**config.mk**
```make
export PLATFORM = sky130hd
export DESIGN_NAME = wishbone_to_axi4lite
export DESIGN_NICKNAME = d
export VERILOG_FILES = /design/src/rtl/axi4lite_pkg.sv /design/src/rtl/wishbone_to_axi4lite.sv
export SDC_FILE = /design/constraint.sdc
export NUM_CORES = 1
export LEC_CHECK = 0
export BUFFER_PORTS_ARGS = -buffer_cell sky130_fd_sc_hd__clkbuf_2
export CAP_MARGIN = 15
export CORE_ASPECT_RATIO = 1.25
export CORE_MARGIN = 2
export CORE_UTILIZATION = 42
export CTS_BUF_LIST = sky130_fd_sc_hd__clkbuf_2 sky130_fd_sc_hd__clkbuf_4 sky130_fd_sc_hd__clkbuf_8
export DETAILED_ROUTE_END_ITERATION = 8
export HOLD_SLACK_MARGIN = 0.08
export PLACE_DENSITY = 0.88
export SKIP_CTS_REPAIR_TIMING = 1
export SLEW_MARGIN = 20
export SYNTH_ARGS = -nofsm -noshare
export SYNTH_HDL_FRONTEND = slang
export SYNTH_SLANG_ARGS = --single-unit
```
**constraint.sdc**
```tcl
create_clock -name clk_i -period 1.8 [get_ports clk_i]
set_clock_uncertainty 0.1 [all_clocks]
set_input_delay 0.36 -clock clk_i [delete_from_list [all_inputs] [get_ports clk_i]]
set_output_delay 0.36 -clock clk_i [all_outputs]
set_load 0.005 [all_outputs]
```
**src/rtl/axi4lite_pkg.sv**
```systemverilog
// Shared AXI4-Lite definitions: response codes, bridge FSM encoding, response decode.
package axi4lite_pkg;

  localparam logic [1:0] RESP_OKAY   = 2'b00;
  localparam logic [1:0] RESP_EXOKAY = 2'b01;
  localparam logic [1:0] RESP_SLVERR = 2'b10;
  localparam logic [1:0] RESP_DECERR = 2'b11;

  typedef enum logic [2:0] {
    StIdle,
    StWrReq,
    StWrResp,
    StRdReq,
    StRdResp,
    StDone
  } state_e;

  // SLVERR and DECERR terminate the Wishbone cycle with err; OKAY/EXOKAY with ack.
  function automatic logic is_error(input logic [1:0] resp);
    logic err;
    unique case (resp)
      RESP_OKAY, RESP_EXOKAY: err = 1'b0;
      RESP_SLVERR, RESP_DECERR: err = 1'b1;
      default: err = 1'b1;
    endcase
    return err;
  endfunction

endpackage

```
**src/rtl/wishbone_to_axi4lite.sv**
```systemverilog
// Wishbone classic slave to AXI4-Lite master bridge, one transaction in flight.
module wishbone_to_axi4lite #(
  parameter int unsigned ADDR_WIDTH = 32,
  parameter int unsigned DATA_WIDTH = 32
) (
  input  logic                      clk_i,
  input  logic                      rst_i,
  // Wishbone slave port
  input  logic [ADDR_WIDTH-1:0]     wb_adr_i,
  input  logic [DATA_WIDTH-1:0]     wb_dat_i,
  output logic [DATA_WIDTH-1:0]     wb_dat_o,
  input  logic [DATA_WIDTH/8-1:0]   wb_sel_i,
  input  logic                      wb_we_i,
  input  logic                      wb_cyc_i,
  input  logic                      wb_stb_i,
  output logic                      wb_ack_o,
  output logic                      wb_err_o,
  output logic                      wb_rty_o,
  // AXI4-Lite master port
  output logic [ADDR_WIDTH-1:0]     axi_awaddr_o,
  output logic                      axi_awvalid_o,
  input  logic                      axi_awready_i,
  output logic [DATA_WIDTH-1:0]     axi_wdata_o,
  output logic [DATA_WIDTH/8-1:0]   axi_wstrb_o,
  output logic                      axi_wvalid_o,
  input  logic                      axi_wready_i,
  input  logic [1:0]                axi_bresp_i,
  input  logic                      axi_bvalid_i,
  output logic                      axi_bready_o,
  output logic [ADDR_WIDTH-1:0]     axi_araddr_o,
  output logic                      axi_arvalid_o,
  input  logic                      axi_arready_i,
  input  logic [DATA_WIDTH-1:0]     axi_rdata_i,
  input  logic [1:0]                axi_rresp_i,
  input  logic                      axi_rvalid_i,
  output logic                      axi_rready_o
);
  import axi4lite_pkg::*;

  if (DATA_WIDTH != 32 && DATA_WIDTH != 64) begin : g_bad_width
    $error("wishbone_to_axi4lite: DATA_WIDTH must be 32 or 64");
  end

  state_e                    state_q;
  logic [ADDR_WIDTH-1:0]     adr_q;
  logic [DATA_WIDTH-1:0]     dat_q;
  logic [DATA_WIDTH/8-1:0]   sel_q;
  logic [DATA_WIDTH-1:0]     rdata_q;
  logic [1:0]                resp_q;
  logic                      awvalid_q;
  logic                      wvalid_q;
  logic                      bready_q;
  logic                      arvalid_q;
  logic                      rready_q;
  logic                      aborted_q;

  // Request capture, AXI channel sequencing and response latching.
  always_ff @(posedge clk_i or negedge rst_i) begin
    if (!rst_i) begin
      state_q   <= StIdle;
      adr_q     <= '0;
      dat_q     <= '0;
      sel_q     <= '0;
      rdata_q   <= '0;
      resp_q    <= RESP_OKAY;
      awvalid_q <= 1'b0;
      wvalid_q  <= 1'b0;
      bready_q  <= 1'b0;
      arvalid_q <= 1'b0;
      rready_q  <= 1'b0;
      aborted_q <= 1'b0;
    end else begin
      unique case (state_q)
        StIdle: begin
          if (wb_cyc_i && wb_stb_i) begin
            adr_q     <= wb_adr_i;
            dat_q     <= wb_dat_i;
            sel_q     <= wb_sel_i;
            aborted_q <= 1'b0;
            if (wb_we_i) begin
              awvalid_q <= 1'b1;
              wvalid_q  <= 1'b1;
              state_q   <= StWrReq;
            end else begin
              arvalid_q <= 1'b1;
              state_q   <= StRdReq;
            end
          end
        end
        StWrReq: begin
          // AW and W retire independently; a low valid means that channel is already done.
          if (awvalid_q && axi_awready_i) awvalid_q <= 1'b0;
          if (wvalid_q && axi_wready_i) wvalid_q <= 1'b0;
          if ((!awvalid_q || axi_awready_i) && (!wvalid_q || axi_wready_i)) begin
            bready_q <= 1'b1;
            state_q  <= StWrResp;
          end
        end
        StWrResp: begin
          if (axi_bvalid_i) begin
            bready_q <= 1'b0;
            resp_q   <= axi_bresp_i;
            state_q  <= StDone;
          end
        end
        StRdReq: begin
          if (axi_arready_i) begin
            arvalid_q <= 1'b0;
            rready_q  <= 1'b1;
            state_q   <= StRdResp;
          end
        end
        StRdResp: begin
          if (axi_rvalid_i) begin
            rready_q <= 1'b0;
            rdata_q  <= axi_rdata_i;
            resp_q   <= axi_rresp_i;
            state_q  <= StDone;
          end
        end
        StDone: state_q <= StIdle;
        default: state_q <= StIdle;
      endcase
      // The initiator gave up; finish the AXI side but suppress the termination.
      if (state_q != StIdle && !wb_cyc_i) aborted_q <= 1'b1;
    end
  end

  // Outputs are decoded from registers only, so they change just after a clock edge.
  always_comb begin
    wb_ack_o      = (state_q == StDone) && !aborted_q && !is_error(resp_q);
    wb_err_o      = (state_q == StDone) && !aborted_q && is_error(resp_q);
    wb_rty_o      = 1'b0;
    wb_dat_o      = rdata_q;
    axi_awaddr_o  = adr_q;
    axi_awvalid_o = awvalid_q;
    axi_wdata_o   = dat_q;
    axi_wstrb_o   = sel_q;
    axi_wvalid_o  = wvalid_q;
    axi_bready_o  = bready_q;
    axi_araddr_o  = adr_q;
    axi_arvalid_o = arvalid_q;
    axi_rready_o  = rready_q;
  end

endmodule

```
==> results of run 1 <==
-- how the worst max path moves through the flow --
stage,startpoint,to,slack [ps],cells after the start
global placement,state_q[2]$_DFFE_PN0P_,axi_wstrb_o[1]$_DFFE_PN0P_,30,3
detailed placement,state_q[2]$_DFFE_PN0P_,axi_wstrb_o[0]$_DFFE_PN0P_,-30,3
global route,state_q[0]$_DFFE_PN0P_,wb_err_o,-150,4
CTS,state_q[2]$_DFFE_PN0P_,wb_err_o,-280,4
finish,state_q[0]$_DFFE_PN0P_,wb_err_o,-100,4
floorplan,state_q[0]$_DFFE_PN0P_,axi_araddr_o[10]$_DFFE_PN0P_,10,4
-- registers in the layout, indices dropped and copies added (netlist names) --
signal         cells
axi_wstrb_o        4
state_q            3
axi_rready_o       1
axi_arvalid_o      1
axi_wvalid_o       1
axi_wdata_o       32
aborted_q          1
resp_q             1
axi_bready_o       1
wb_dat_o          32
axi_araddr_o      32
axi_awvalid_o      1
-- area by class of cell --
type                       instances  area (µm²)
clock buffer                      10         138
timing repair buffer             284        1730
multi-input combinational        150        1630
clock inverter                     6        47.5
sequential                       110        2760
tap                              132         165
inverter                           6        22.5
fill                             829        4170
-- stage by stage --
stage	instances	worst slack, ps	area, µm²	utilization (%)	hold WS (ps)
after floorplan	316	9.77	4610	-	-35.6
after global placement	663	28.7	5820	54.6	171
after detailed placement	663	-25.0	5820	54.6	177
after CTS	679	-282	6010	56.3	-241
after global routing	698	-150	6490	60.9	85.0
final	698	-95.8	6490	60.9	106
-- worst reg2reg max path, stage by stage, from the launching register on --
cell and delay, ps:
dfrtp_2 470, buf_6 150, nor4_4 300, buf_6 180, clkbuf_16 150, buf_8 130
mux2_4 300
-- report_power, final --
part           internal [mW]  total, mW  switching [mW]
registers               3.71       4.56           0.853
clock network          0.549       1.39           0.836
logic                   2.86       4.65            1.78
-- layer usage --
layer,track usage (%),vias up
li1,-,1548
met1,19.2,1684
met2,33.5,173
met3,4.72,17
met4,5.73,0
met5,0,-
-- placed cells by master (no fill, tap or decap), types with 3 or more instances in the layout --
| master | count |
|---|---|
| clkbuf_2 | 247 |
| dfrtp_2 | 3 |
| clkbuf_16 | 5 |
| buf_4 | 13 |
| nor2_1 | 5 |
| buf_6 | 7 |
| nand3b_1 | 3 |
| a21oi_1 | 8 |
| mux2_2 | 60 |
| inv_1 | 6 |
| dfrtp_1 | 107 |
| clkinv_4 | 4 |
| clkbuf_8 | 10 |
| buf_12 | 8 |
| mux2_4 | 40 |
| nand2_1 | 6 |
-- cells by family (layout without fill, tap and decap cells) --
kind of cell,Yosys count,in the layout,synth area share (%)
compound gates,22,22,3.12
buf+inv,56,306,8.74
flops,110,110,59.7
mux,103,103,25.2
other cells,1,1,0.0813
simple gates,24,24,3.18
==> impl_metrics.csv, run 1 <==
group,metric,value,unit
drt,m1WireLength,4480,µm
cts,h-tree-depth,3,
critical_path,worstReg2RegStart,"state_q[1]$_DFFE_PN0P_",
logic_synthesis,synth_cells,316,
critical_path,arrival,1440,ps
sta,final.setup.tns,-2880,ps
min_path,holdPathStages,2,
critical_path,worst-path-buf-inv,2,
logic_synthesis,synth_nets,430,
finish,drive_gt1_share,72.1,%
logic_synthesis,yosysTopAreaCell,"dfrtp_1",
floorplan,io_pins,254,
floorplan,coreArea,10700,µm²
drt,ant_nets,0,
floorplan,initial_core_util,43.2,%
drt,vias,3422,
logic_synthesis,yosysMostFrequentCell,"dfrtp_1",
sta,min_period_over_period,105,%
grt,antenna_found_initial,0,
drt,drtIter0Drc,79,
finish,antenna_cells,0,
drt,routed-wl-met2,6560,µm
grt,grt_max_degree,48,
place,dpl.hpwl,8390,µm
min_path,min_to,"wb_dat_o[17]$_DFFE_PN0P_",
logic_synthesis,synth_ff_type,"dfrtp_1",
outcome,status,"finished with violations",
min_path,hp-class,"in2reg",
cts,clock_tree.root_cell,"clkbuf_8",
min_path,min_from,"axi_rdata_i[17]",
finish,final_nets,675,
logic_synthesis,yosysSeqAreaShare,59.7,%
logic_synthesis,synth_top_area_share,59.7,%
pwr,total_power,10.6,mW
floorplan,num_rows,42,
logic_synthesis,ys_seq_elements,110,
place,io_buffers,250,
sta,maxSlewViolCount,0,
floorplan,die_y,121,µm
logic_synthesis,yosys_warnings,0,
drt,wl,12000,µm
logic_synthesis,syn_area_per_cell,14.6,µm²
sta,finalHoldViolCount,0,
drt,wl_met3,770,µm
cts,cts_buffer_depth,2,
drt,top_layer,"met4",
drt,drt-pass1-iter-count,4,
pwr,max-vdd-ir-drop,0.753,mV
logic_synthesis,ys_types,34,
critical_path,critPathSlowestCell,"dfrtp_2",
finish,area_delta_synth_final,40.8,%
critical_path,max_stage_delay,440,ps
critical_path,cp-start-kind,"flop",
critical_path,crit_family,"flip-flops",
sta,slew_headroom,63.5,%
critical_path,r2r_cells,6,
cts,numCtsBuffers,9,
sta,max_freq,527,MHz
floorplan,die_area,11800,µm²
outcome,violations,"setup timing",
drt,drc,0,
floorplan,dieWidth,97.7,µm
grt,grt_usage,17.7,%
cts,clock_sinks,110,
critical_path,reg2reg_slack,-90,ps
logic_synthesis,syn_area,4610,µm²
sta,setup_slack,-95.8,ps
logic_synthesis,synth-async-reset-ratio,100,%
sta,setup_viol_count_final,62,
pwr,leakagePower,3.36,nW
critical_path,crit_required,1340,ps
drt,via_per_inst,4.90,
cts,cts_tree,"built",
logic_synthesis,synth_edf_count,0,
grt,gr-total-overflow,0,
pwr,pwr_density_cell,1630,nW/µm²
place,gp_congestion,0.777,
sta,rsz0062_at_grt,"true",
logic_synthesis,synth_common_cells,"110 x dfrtp_1, 93 x mux2_2, 38 x buf_4",
critical_path,cp_cell_sequence,"buf_6 -> nand2_4 -> nor4b_2 -> buf_2",
cts,clk_pin_slew,110,ps
logic_synthesis,synthTopCellsByArea,"dfrtp_1 60%, mux2_2 23%, buf_4 6.2%",
critical_path,crit_path_end_kind,"output pin",
critical_path,critical_path.max_fanout,6,
grt,grt_pass1_wl,16600,µm
critical_path,worstReg2RegEnd,"axi_araddr_o[22]$_DFFE_PN0P_",
cts,clk_latency,360,ps
sta,layout_min_cycle_time,1900,ps
critical_path,crit_type,"reg2out",
grt,grt_pass1_vias,3420,
drt,wl_per_cell,17.2,µm
sta,worstMarginPinSlew,534,ps
job,maxCapViolCount,0,
Power figures use the tool's default switching activity.
==> run 2, diff against run 1 <==
--- a/config.mk
+++ b/config.mk
@@ -9,11 +9,11 @@
 export CAP_MARGIN = 15
 export CORE_ASPECT_RATIO = 1.25
 export CORE_MARGIN = 2
-export CORE_UTILIZATION = 42
+export CORE_UTILIZATION = 35
 export CTS_BUF_LIST = sky130_fd_sc_hd__clkbuf_2 sky130_fd_sc_hd__clkbuf_4 sky130_fd_sc_hd__clkbuf_8
 export DETAILED_ROUTE_END_ITERATION = 8
 export HOLD_SLACK_MARGIN = 0.08
-export PLACE_DENSITY = 0.88
+export PLACE_DENSITY = 0.77
 export SKIP_CTS_REPAIR_TIMING = 1
 export SLEW_MARGIN = 20
 export SYNTH_ARGS = -nofsm -noshare
==> impl_metrics.csv, run 2 (synthesis results as in run 1) <==
group,metric,value,unit
place,dpl.hpwl,8120,µm
finish,antenna_cells,0,
sta,min_period_over_period,107,%
grt,grt_pass1_vias,3499,
critical_path,arrival,1470,ps
finish,mostFrequentLayoutCells,"247 x clkbuf_2, 107 x dfrtp_1, 51 x mux2_2, 48 x mux2_4, 18 x buf_4",
drt,wl_per_cell,16.3,µm
outcome,status,"finished with violations",
outcome,violations,"setup timing",
sta,holdWs,110,ps
sta,maxSlewViolCount,0,
grt,grt_max_degree,49,
place,place_ws,-42.6,ps
cts,numCtsBuffers,9,
sta,finalHoldViolCount,0,
sta,max_freq,517,MHz
drt,via_per_inst,4.65,
pwr,max-vdd-ir-drop,0.640,mV
grt,grt_usage,14.8,%
floorplan,die_y,132,µm
grt,gr-total-overflow,0,
sta,setup_slack,-133,ps
drt,ant_nets,0,
finish,ff_latch_area,2760,µm²
pwr,leakagePower,3.44,nW
floorplan,dieWidth,107,µm
floorplan,io_pins,254,
finish,area_delta_synth_final,44.6,%
cts,cts_buffer_depth,2,
cts,clock_sinks,110,
place,gp_congestion,0.747,
critical_path,crit_path_end_kind,"output pin",
grt,antenna_found_initial,0,
cts,clk_latency,350,ps
grt,grt_pass1_wl,16700,µm
sta,rsz0062_at_grt,"true",
finish,multi_input_area,1700,µm²
sta,layout_min_cycle_time,1930,ps
drt,drtIter0Drc,141,
critical_path,cp-start-kind,"flop",
finish,drive_gt1_share,72.8,%
floorplan,die_area,14100,µm²
drt,drt-pass1-iter-count,4,
drt,wl,12100,µm
sta,setup_viol_count_final,46,
min_path,hp-class,"in2reg",
cts,clock_tree.root_cell,"clkbuf_8",
drt,vias,3443,
floorplan,num_rows,46,
finish,post-route-util,52.2,%
pwr,pwr_density_cell,1620,nW/µm²
cts,h-tree-depth,3,
floorplan,coreArea,12800,µm²
cts,clk_pin_slew,110,ps
finish,final_nets,683,
place,io_buffers,250,
critical_path,critical_path.max_fanout,5,
cts,cts_tree,"built",
finish,mostFrequentLayoutCell,"clkbuf_2",
finish,nFillCells,1120,
critical_path,crit_type,"reg2out",
critical_path,crit_required,1340,ps
job,maxCapViolCount,0,
drt,drc,0,
floorplan,initial_core_util,36.1,%
-- run 2: cell types whose count changed in the layout (fill, tap and decap cells not counted), sizes merged --
cell / delta
clkinvlp: -1
buf: +5
dlygate4sd3: +3
inv: +3
clkinv: -3
-- run 2: cell type report --
| class | count | share of cell area (%) |
|---|---|---|
| Timing Repair Buffer | 292 | 27.0 |
| Clock inverter | 5 | 0.638 |
| Multi-Input combinational cell | 150 | 25.5 |
| Clock buffer | 10 | 2.06 |
| Sequential cell | 110 | 41.3 |
| Tap cell | 168 | 3.15 |
| Inverter | 6 | 0.338 |
-- run 2: worst paths after layout --
kind | startpoint | to | slack, ps | depth (start not counted)
worst max-delay path | state_q[1]$_DFFE_PN0P_ | wb_err_o | -130 | 4
worst min register to register | wb_dat_o[17]$_DFFE_PN0P_ | wb_dat_o[17]$_DFFE_PN0P_ | 410 | 1
max in group asynchronous | rst_i | axi_araddr_o[10]$_DFFE_PN0P_ | 710 | 3
worst max register to register | state_q[0]$_DFFE_PN0P_ | axi_wdata_o[19]$_DFFE_PN0P_ | -50 | 5
min in group asynchronous | rst_i | axi_araddr_o[31]$_DFFE_PN0P_ | 320 | 2
worst min-delay path | axi_rdata_i[17] | wb_dat_o[17]$_DFFE_PN0P_ | 110 | 2
-- run 2: through the flow --
| stage | power [mW] | TNS (ps) | instance area [µm²] | instances |
|---|---|---|---|---|
| after global routing | 11.6 | -4470 | 6670 | 741 |
| after global placement | 8.33 | 0 | 5840 | 697 |
| final | 10.8 | -1740 | 6670 | 741 |
| after detailed placement | 8.54 | -745 | 5840 | 697 |
| after floorplan | 6.83 | 0 | 4610 | 316 |
| after CTS | 9.95 | -1380 | 6020 | 712 |
-- run 2: routing by layer --
metal | part of all wire, % | wire (µm) | vias up | track usage [%]
met5 | 0 | 0 | - | 0
met4 | 1.6 | 197 | 0 | 5.84
met3 | 6.6 | 792 | 16 | 4.55
met2 | 54 | 6510 | 160 | 27.2
met1 | 38 | 4590 | 1697 | 15.5
li1 | - | - | 1570 | -
-- run 2: where the power goes --
| group | switching, mW | leakage [nW] | internal (mW) |
|---|---|---|---|
| Combinational | 1.86 | 2.02 | 3.04 |
| Sequential | 0.830 | 1.32 | 3.71 |
| Clock | 0.830 | 0.0950 | 0.555 |
-- run 2: worst max-delay path, stage by stage, from the launching register on --
cell and delay [ps]:
dfrtp_2 460, buf_6 140, buf_6 120, nor4b_4 240
buf_2 160
